==> config.mk <==
export PLATFORM = sky130hd
export DESIGN_NAME = byte_packer_flat
export DESIGN_NICKNAME = d
export VERILOG_FILES = /design/src/rtl/byte_packer_pkg.sv /design/src/rtl/byte_packer_if.sv /design/src/rtl/byte_packer_pk_out_buf.sv /design/src/rtl/byte_packer.sv /design/src/flat_wrapper.sv
export SDC_FILE = /design/constraint.sdc
export NUM_CORES = 1
export LEC_CHECK = 0
export CORE_ASPECT_RATIO = 0.8
export CORE_MARGIN = 4
export CORE_UTILIZATION = 54
export DETAILED_ROUTE_END_ITERATION = 10
export PLACE_DENSITY = 0.83
export SLEW_MARGIN = 20
export SYNTH_ARGS = -nofsm -noshare
export SYNTH_HDL_FRONTEND = slang
export SYNTH_SLANG_ARGS = --single-unit
==> constraint.sdc <==
create_clock -name clk -period 3.1 [get_ports clk]
set_input_delay 0.465 -clock clk [delete_from_list [all_inputs] [get_ports clk]]
set_output_delay 0.465 -clock clk [all_outputs]
set_load 0.02 [all_outputs]
==> src/rtl/byte_packer_pkg.sv <==
// Shared constants and width helper for the byte packer.
package byte_packer_pkg;
  localparam int BYTE_W     = 8;
  localparam int CNT_W      = 3;
  localparam int NBYTES_MAX = 8;

  function automatic int word_w(input int nbytes);
    return BYTE_W * nbytes;
  endfunction
endpackage

==> src/rtl/byte_packer_if.sv <==
// Byte-in / word-out valid-ready bundle for byte_packer.
interface byte_packer_if
  import byte_packer_pkg::*;
#(
  parameter int NBYTES = 4
);
  logic [BYTE_W-1:0]         in_byte;
  logic                      in_valid;
  logic                      in_ready;
  logic [word_w(NBYTES)-1:0] out_word;
  logic                      out_valid;
  logic                      out_ready;
  logic [CNT_W-1:0]          fill;

  modport master (
    output in_byte, in_valid, out_ready,
    input  in_ready, out_word, out_valid, fill
  );

  modport slave (
    input  in_byte, in_valid, out_ready,
    output in_ready, out_word, out_valid, fill
  );
endinterface

==> src/rtl/byte_packer_pk_out_buf.sv <==
// One-entry valid/ready output register; a load in the same cycle as a take
// replaces the word without a bubble.
module pk_out_buf #(
  parameter int W = 32
) (
  input  logic         clk,
  input  logic         reset,
  input  logic         load_i,
  input  logic [W-1:0] data_i,
  input  logic         ready_i,
  output logic [W-1:0] word_o,
  output logic         valid_o,
  output logic         block_o
);
  logic [W-1:0] word_q, word_d;
  logic         valid_q, valid_d;
  logic         take_s;

  assign take_s  = valid_q && ready_i;
  assign block_o = valid_q && !ready_i;
  assign word_o  = word_q;
  assign valid_o = valid_q;

  // Next-state: load wins over take; a plain take only clears valid.
  always_comb begin
    word_d  = word_q;
    valid_d = valid_q;
    if (load_i) begin
      word_d  = data_i;
      valid_d = 1'b1;
    end else if (take_s) begin
      valid_d = 1'b0;
    end else begin
      valid_d = valid_q;
    end
  end

  // State registers with synchronous reset.
  always_ff @(posedge clk) begin
    if (reset) begin
      word_q  <= {W{1'b0}};
      valid_q <= 1'b0;
    end else begin
      word_q  <= word_d;
      valid_q <= valid_d;
    end
  end
endmodule

==> src/rtl/byte_packer.sv <==
// Serial byte stream to NBYTES-wide word assembler with a one-entry output buffer.
// Define BYTE_PACKER_LE_EN for little-endian byte placement (default big-endian).
module byte_packer
  import byte_packer_pkg::*;
#(
  parameter int NBYTES = 4
) (
  input  logic          clk,
  input  logic          reset,
  byte_packer_if.slave  bus
);
  localparam int              W        = word_w(NBYTES);
  localparam logic [CNT_W-1:0] LAST_IDX = CNT_W'(NBYTES - 1);

  logic [W-1:0]     asm_q, asm_d;
  logic [CNT_W-1:0] cnt_q, cnt_d;
  logic [W-1:0]     shifted_s;
  logic             block_s;
  logic             accept_s;
  logic             final_s;

  // Only a final byte can be held off, and only by a word the consumer refuses.
  assign bus.in_ready = (cnt_q != LAST_IDX) || !block_s;
  assign accept_s     = bus.in_valid && bus.in_ready;
  assign final_s      = accept_s && (cnt_q == LAST_IDX);
  assign bus.fill     = cnt_q;

`ifdef BYTE_PACKER_LE_EN
  assign shifted_s = {bus.in_byte, asm_q[W-1:BYTE_W]};
`else
  assign shifted_s = {asm_q[W-BYTE_W-1:0], bus.in_byte};
`endif

  // Assembly register and byte counter next-state.
  always_comb begin
    asm_d = asm_q;
    cnt_d = cnt_q;
    if (final_s) begin
      asm_d = shifted_s;
      cnt_d = {CNT_W{1'b0}};
    end else if (accept_s) begin
      asm_d = shifted_s;
      cnt_d = cnt_q + CNT_W'(1);
    end else begin
      cnt_d = cnt_q;
    end
  end

  // Assembly state registers with synchronous reset.
  always_ff @(posedge clk) begin
    if (reset) begin
      asm_q <= {W{1'b0}};
      cnt_q <= {CNT_W{1'b0}};
    end else begin
      asm_q <= asm_d;
      cnt_q <= cnt_d;
    end
  end

  pk_out_buf #(.W(W)) u_out_buf (
    .clk     (clk),
    .reset   (reset),
    .load_i  (final_s),
    .data_i  (shifted_s),
    .ready_i (bus.out_ready),
    .word_o  (bus.out_word),
    .valid_o (bus.out_valid),
    .block_o (block_s)
  );
endmodule
==> src/flat_wrapper.sv <==
// flat-port wrapper written by rule: the top's interface ports become plain ports
module byte_packer_flat import byte_packer_pkg::*;
#(
  parameter int NBYTES = 4
)
  (clk, reset, bus_in_byte, bus_in_valid, bus_out_ready, bus_in_ready, bus_out_word, bus_out_valid, bus_fill);
  byte_packer_if #(.NBYTES(NBYTES)) bus_i ();
  input  logic clk;
  input  logic reset;
  input wire logic [$bits(bus_i.in_byte)-1:0] bus_in_byte;
  input wire logic [$bits(bus_i.in_valid)-1:0] bus_in_valid;
  input wire logic [$bits(bus_i.out_ready)-1:0] bus_out_ready;
  output wire logic [$bits(bus_i.in_ready)-1:0] bus_in_ready;
  output wire logic [$bits(bus_i.out_word)-1:0] bus_out_word;
  output wire logic [$bits(bus_i.out_valid)-1:0] bus_out_valid;
  output wire logic [$bits(bus_i.fill)-1:0] bus_fill;
  assign bus_i.in_byte = bus_in_byte;
  assign bus_i.in_valid = bus_in_valid;
  assign bus_i.out_ready = bus_out_ready;
  assign bus_in_ready = bus_i.in_ready;
  assign bus_out_word = bus_i.out_word;
  assign bus_out_valid = bus_i.out_valid;
  assign bus_fill = bus_i.fill;
  byte_packer #(.NBYTES(NBYTES)) u_core (.clk(clk), .reset(reset), .bus(bus_i));
endmodule
==> impl_metrics.ini, run 1 <==
[status]
status = finished clean

[clock_network]
clk_path_buf_depth = 2
postCtsSetupBuffers = 0
tritoncts = yes
cts_resized = 0
clock-root-buffer = clkbuf_8
clock_sinks = 60
clkTransAtPathRegs_ps = 70
clock_latency_ps = 340
cts_hold_buf = 0
cts_made_buffers = 9
ctsHtreeMaxLevel = 3

[critical_path]
crit_fanout = 6
arrival_ps = 2020
cp_slowest_stage_delay_ps = 610
r2r_setup_slack_ps = 1440
reg2reg_depth = 6
required_ps = 2630
worstSetupPathType = flip-flop to output pin
r2r_start = u_core.bus.fill[0]$_SDFFE_PP0P_
crit_path_start_kind = flip-flop
r2r_end = u_core.asm_q[12]$_SDFFE_PP0P_
endpoint_kind = output pin
cp_common_cell = ha_1
slowest_stage = clkdlybuf4s50_1
crit_chain = ha_1 -> ha_1 -> and3b_1 -> inv_2 -> clkdlybuf4s50_1

[layout]
finalNetCount = 332
layout_commonest_cell = dfxtp_1
final_area_um2 = 3040
layout_common_cells = dfxtp_1 (60), a21oi_1 (58), nand3_1 (56)
antenna_cells_inserted = 0
post-route-util_pct = 72.9
drive_above_1_share_pct = 9.29
fin_cells = 380
area_delta_synth_final_pct = 30.5

[hold_path]
whs_endpoint = u_core.u_out_buf.word_o[29]$_SDFFE_PP0P_
hold_path.class = flip-flop to flip-flop
holdPathStages = 2
min-delay-start = u_core.asm_q[21]$_SDFFE_PP0P_

[timing]
worst_slew_pin_slew_ps = 527
relSlewSlack_pct = 64.9
holdWs_ps = 463
fmax_ghz = 0.403
hold_viol = 0
rsz0062_at_grt = false
setup_violations = 0
min_period_ps = 2480
setup_tns_ps = 0
period_share_pct = 80.1
finalWorstSetupSlack_ps = 616
maxSlewViolCount = 0
skew_ps = 8.03

[routing]
top_layer_used = met4
firstDrtPassIters = 4
route.met3.wl_um = 437
drt_iter0_drc = 191
wl_met1_mm = 2.62
drc = 0
viasPerCell = 5.84
via_count = 2219
ant_nets = 0
wirelength_mm = 5.75
met2_length_mm = 2.63
wl_per_cell_um = 15.1

[die]
start_util_pct = 55.8
row_count = 21
die-area_um2 = 5440
core_um2 = 4180
io_pins = 49
die_w_um = 81.5
die_h_um = 66.8

[yosys]
syn_nets = 294
synth_warnings = 0
synth_cell_types = 25
synth-seq-area-share_pct = 51.5
synthCells = 280
mappedNetlistArea_um2 = 2330
syn_avg_cell_area_um2 = 8.33
ys_ff_latch = 60

[power]
leakagePower_nw = 1.01
worst_ir_drop_vdd_mv = 0.352
power_density_nw_per_um2 = 564
p_total_mw = 1.72

[global_routing]
grt_pass1_wl_mm = 9.58
track_usage_pct = 23.5
antenna_found_initial = 0
grt-ovfl-total = 0
grt_start_max_net_pins = 35
first_global_vias = 2033

[placement]
gp_congestion = 0.863
port_buffers = 48
place_ws_ps = 804
place_inst = 364
dp_hpwl_mm = 3.50
placed_area_um2 = 2810

[job]
maxCapViolations = 0
cells in the mapped netlist:
| library cell | number | area, µm² |
|---|---|---|
| buf_6 | 2 | 22.5 |
| dfxtp_1 | 60 | 1200 |
| o21ai_1 | 5 | 25.0 |
| buf_2 | 8 | 40.0 |
| ha_1 | 2 | 25.0 |
| or4_1 | 1 | 7.51 |
| buf_1 | 1 | 3.75 |
| nor2b_1 | 1 | 6.26 |
| nand2b_1 | 1 | 6.26 |
| inv_1 | 1 | 3.75 |
| inv_2 | 2 | 7.51 |
| nand3b_1 | 1 | 7.51 |
| nand2_1 | 1 | 3.75 |
| buf_4 | 3 | 22.5 |
| o31ai_1 | 1 | 7.51 |
| and2b_1 | 1 | 7.51 |
| and3b_1 | 1 | 8.76 |
| o221ai_1 | 1 | 8.76 |
| nor2_1 | 1 | 3.75 |
| nand3_1 | 56 | 280 |
| o41ai_1 | 1 | 8.76 |
| a21oi_1 | 58 | 290 |
| and2_0 | 1 | 6.26 |
| o21ai_0 | 52 | 260 |
| clkbuf_1 | 18 | 67.6 |
registers in the layout, indices dropped and copies added, names as in the netlist:
register                  count
u_core.bus.fill               3
u_core.u_out_buf.word_o      32
u_core.asm_q                 24
u_core.u_out_buf.valid_o      1
routing by layer:
layer  track usage, %  up-vias
met4             7.59        0
met1             29.7     1048
met5                0        -
met3             10.4        8
li1                 -     1081
met2             35.6       82
kinds of logic (layout without fill, tap and decap cells):
| group | after synthesis | after routing | share of synthesized area (%) |
|---|---|---|---|
| simple gates | 65 | 65 | 14.5 |
| fa+ha+maj | 2 | 2 | 1.07 |
| compound gates | 118 | 118 | 25.8 |
| flops | 60 | 60 | 51.5 |
| buf+inv | 35 | 78 | 7.19 |
worst max-delay path by stage:
stage                                               start            to  slack [ps]  cells after the start
after detailed placement                    bus_out_ready  bus_in_ready         800                      4
after global placement                      bus_out_ready  bus_in_ready         790                      4
after CTS                 u_core.bus.fill[0]$_SDFFE_PP0P_  bus_in_ready         600                      5
after floorplan           u_core.bus.fill[0]$_SDFFE_PP0P_  bus_in_ready        1250                      6
after global routing      u_core.bus.fill[0]$_SDFFE_PP0P_  bus_in_ready         530                      5
final                     u_core.bus.fill[0]$_SDFFE_PP0P_  bus_in_ready         620                      5
power breakdown:
group,switching (mW),internal [mW],total [mW]
Clock,0.308,0.530,0.839
Sequential,0.0106,0.785,0.796
Combinational,0.0482,0.0344,0.0827
layout make-up:
cell class / instances / area [µm²]
clock buffers: 9 / 124
clock inverters: 7 / 115
fillers: 345 / 1130
inverters: 3 / 11.3
multi-input cells: 185 / 963
flip-flops and latches: 60 / 1200
well taps: 57 / 71.3
repair buffers: 59 / 558
worst max-delay path: cells and delay by family, from the launching register on:
family / cells / cell delay, ps
buf+inv: 2 / 690
fa+ha+maj: 2 / 450
flops: 1 / 340
simple gates: 1 / 210
Power figures use the tool's default switching activity.
==> inputs of run 2 (changes only) <==
--- a/config.mk
+++ b/config.mk
@@ -7,9 +7,9 @@
 export LEC_CHECK = 0
 export CORE_ASPECT_RATIO = 0.8
 export CORE_MARGIN = 4
-export CORE_UTILIZATION = 54
+export CORE_UTILIZATION = 45
 export DETAILED_ROUTE_END_ITERATION = 10
-export PLACE_DENSITY = 0.83
+export PLACE_DENSITY = 0.74
 export SLEW_MARGIN = 20
 export SYNTH_ARGS = -nofsm -noshare
 export SYNTH_HDL_FRONTEND = slang
==> constraint.sdc (replaced) <==
create_clock -name clk -period 2.25 [get_ports clk]
set_input_delay 0.3375 -clock clk [delete_from_list [all_inputs] [get_ports clk]]
set_output_delay 0.3375 -clock clk [all_outputs]
set_load 0.02 [all_outputs]
==> run 2 against run 1 <==
  * Die area up 18%
  * Sequential power up 38%
  * Via count down 1.8%
  * Clock skew down 3.5 ps
  * Setup slack worse by 420 ps
  * Combinational power up 41%
  * Non-clock buffer count down 1
  * Largest power group unchanged
==> impl_metrics.ini, run 2 (synthesis results as in run 1) <==
[status]
status = finished clean

[timing]
hold_viol = 0
relSlewSlack_pct = 35.3
fmax_ghz = 0.488
skew_ps = 4.53
period_share_pct = 91.1
setup_violations = 0
finalWorstSetupSlack_ps = 201
setup_tns_ps = 0
rsz0062_at_grt = false
maxSlewViolCount = 0
min_period_ps = 2050
worst_slew_pin_slew_ps = 971
holdWs_ps = 462

[die]
core_um2 = 5010
die-area_um2 = 6410
start_util_pct = 46.6
die_w_um = 88.5
row_count = 23
io_pins = 49
die_h_um = 72.4

[global_routing]
first_global_vias = 1958
grtUsageMet1_pct = 26.4
grt_use_met3_pct = 6.47
use_met2_pct = 28.0
grt_pass1_wl_mm = 9.54
antenna_found_initial = 0
grt-busiest-layer = met2
grt_start_max_net_pins = 34
track_usage_pct = 19.1
grt-ovfl-total = 0

[layout]
final_area_um2 = 3070
largest_reg_flops = 32
post-route-util_pct = 61.2
finalNetCount = 331
layout_commonest_cell = dfxtp_1
antenna_cells_inserted = 0
area_delta_synth_final_pct = 31.5
drive_above_1_share_pct = 9.01
layout_common_cells = dfxtp_1 (60), a21oi_1 (58), nand3_1 (56)

[clock_network]
tritoncts = yes
clock_sinks = 60
clk_path_buf_depth = 2
cts_resized = 1
clkTransAtPathRegs_ps = 70
postCtsSetupBuffers = 0
clock-root-buffer = clkbuf_8
clock_latency_ps = 330
cts_hold_buf = 0
ctsHtreeMaxLevel = 3
cts_made_buffers = 9

[placement]
port_buffers = 48
place_ws_ps = 112
placed_area_um2 = 2830
dp_hpwl_mm = 3.67
gp_congestion = 0.752

[critical_path]
critPathLaunch = u_core.bus.fill[0]$_SDFFE_PP0P_
worstSetupPathType = flip-flop to output pin
reg2reg_depth = 3
r2r_start = u_core.u_out_buf.valid_o$_SDFFE_PP0P_
endpoint_kind = output pin
crit_path_start_kind = flip-flop
r2r_end = u_core.u_out_buf.word_o[3]$_SDFFE_PP0P_
arrival_ps = 1710
r2r_setup_slack_ps = 570
required_ps = 1910
crit_fanout = 6

[job]
maxCapViolations = 0

[routing]
viasPerCell = 5.68
via_count = 2180
wl_per_cell_um = 15.3
drc = 0
wirelength_mm = 5.86
drt_iter0_drc = 241
firstDrtPassIters = 4
ant_nets = 0

[power]
power_density_nw_per_um2 = 769
worst_ir_drop_vdd_mv = 0.528
leakagePower_nw = 1.01

[hold_path]
whs_endpoint = u_core.u_out_buf.word_o[25]$_SDFFE_PP0P_
holdPathStages = 2
hold_path.class = flip-flop to flip-flop
min-delay-start = u_core.asm_q[17]$_SDFFE_PP0P_
==> run 2: changes by cell type in the layout (fill, tap and decap cells not counted), sizes merged <==
cell / previous run / this run
buf: 12 / 11
clkdlybuf4s50: 47 / 46
dlygate4sd2: 0 / 1
==> run 2: layer usage <==
| layer | share of wire [%] | vias to the layer above |
|---|---|---|
| met5 | 0 | - |
| met4 | 0.75 | 0 |
| met3 | 7.8 | 4 |
| met2 | 46 | 81 |
| met1 | 45 | 1020 |
| li1 | - | 1075 |
==> run 2: through the flow <==
step	std cells	power [mW]
2_1_floorplan	280	1.19
3_3_place_gp	368	1.23
3_5_place_dp	368	1.24
4_1_cts	384	2.39
5_1_grt	384	2.45
6_report	384	2.36
==> run 2: how the worst max path moves through the flow <==
stage / slack, ps / end / cells after the start
3_3_place_gp: 180 / u_core.u_out_buf.word_o[13]$_SDFFE_PP0P_ / 4
2_1_floorplan: 530 / bus_in_ready / 6
5_1_grt: 100 / bus_in_ready / 5
3_5_place_dp: 110 / u_core.u_out_buf.word_o[3]$_SDFFE_PP0P_ / 4
6_report: 200 / bus_in_ready / 5
4_1_cts: 170 / bus_in_ready / 5
==> run 2: where the power goes <==
group	internal, mW	switching (mW)	total [mW]	leakage [nW]
sequential	1.08	0.0142	1.10	0.486
combinational	0.0501	0.0672	0.117	0.405
clock	0.731	0.415	1.15	0.115
total	1.86	0.496	2.36	1.01
==> run 2: critical path: stages (launching register included) <==
cell           delay (ps)
dfxtp_1               330
ha_1                  200
ha_1                  240
and3b_1               220
inv_2                  70
dlygate4sd2_1         330
==> run 2: layout make-up <==
cell class,count,area [µm²]
clock inverters,7,115
inverters,3,11.3
fillers,456,1940
repair buffers,58,574
clock buffers,9,124
well taps,62,77.6
flip-flops and latches,60,1200
multi-input cells,185,963
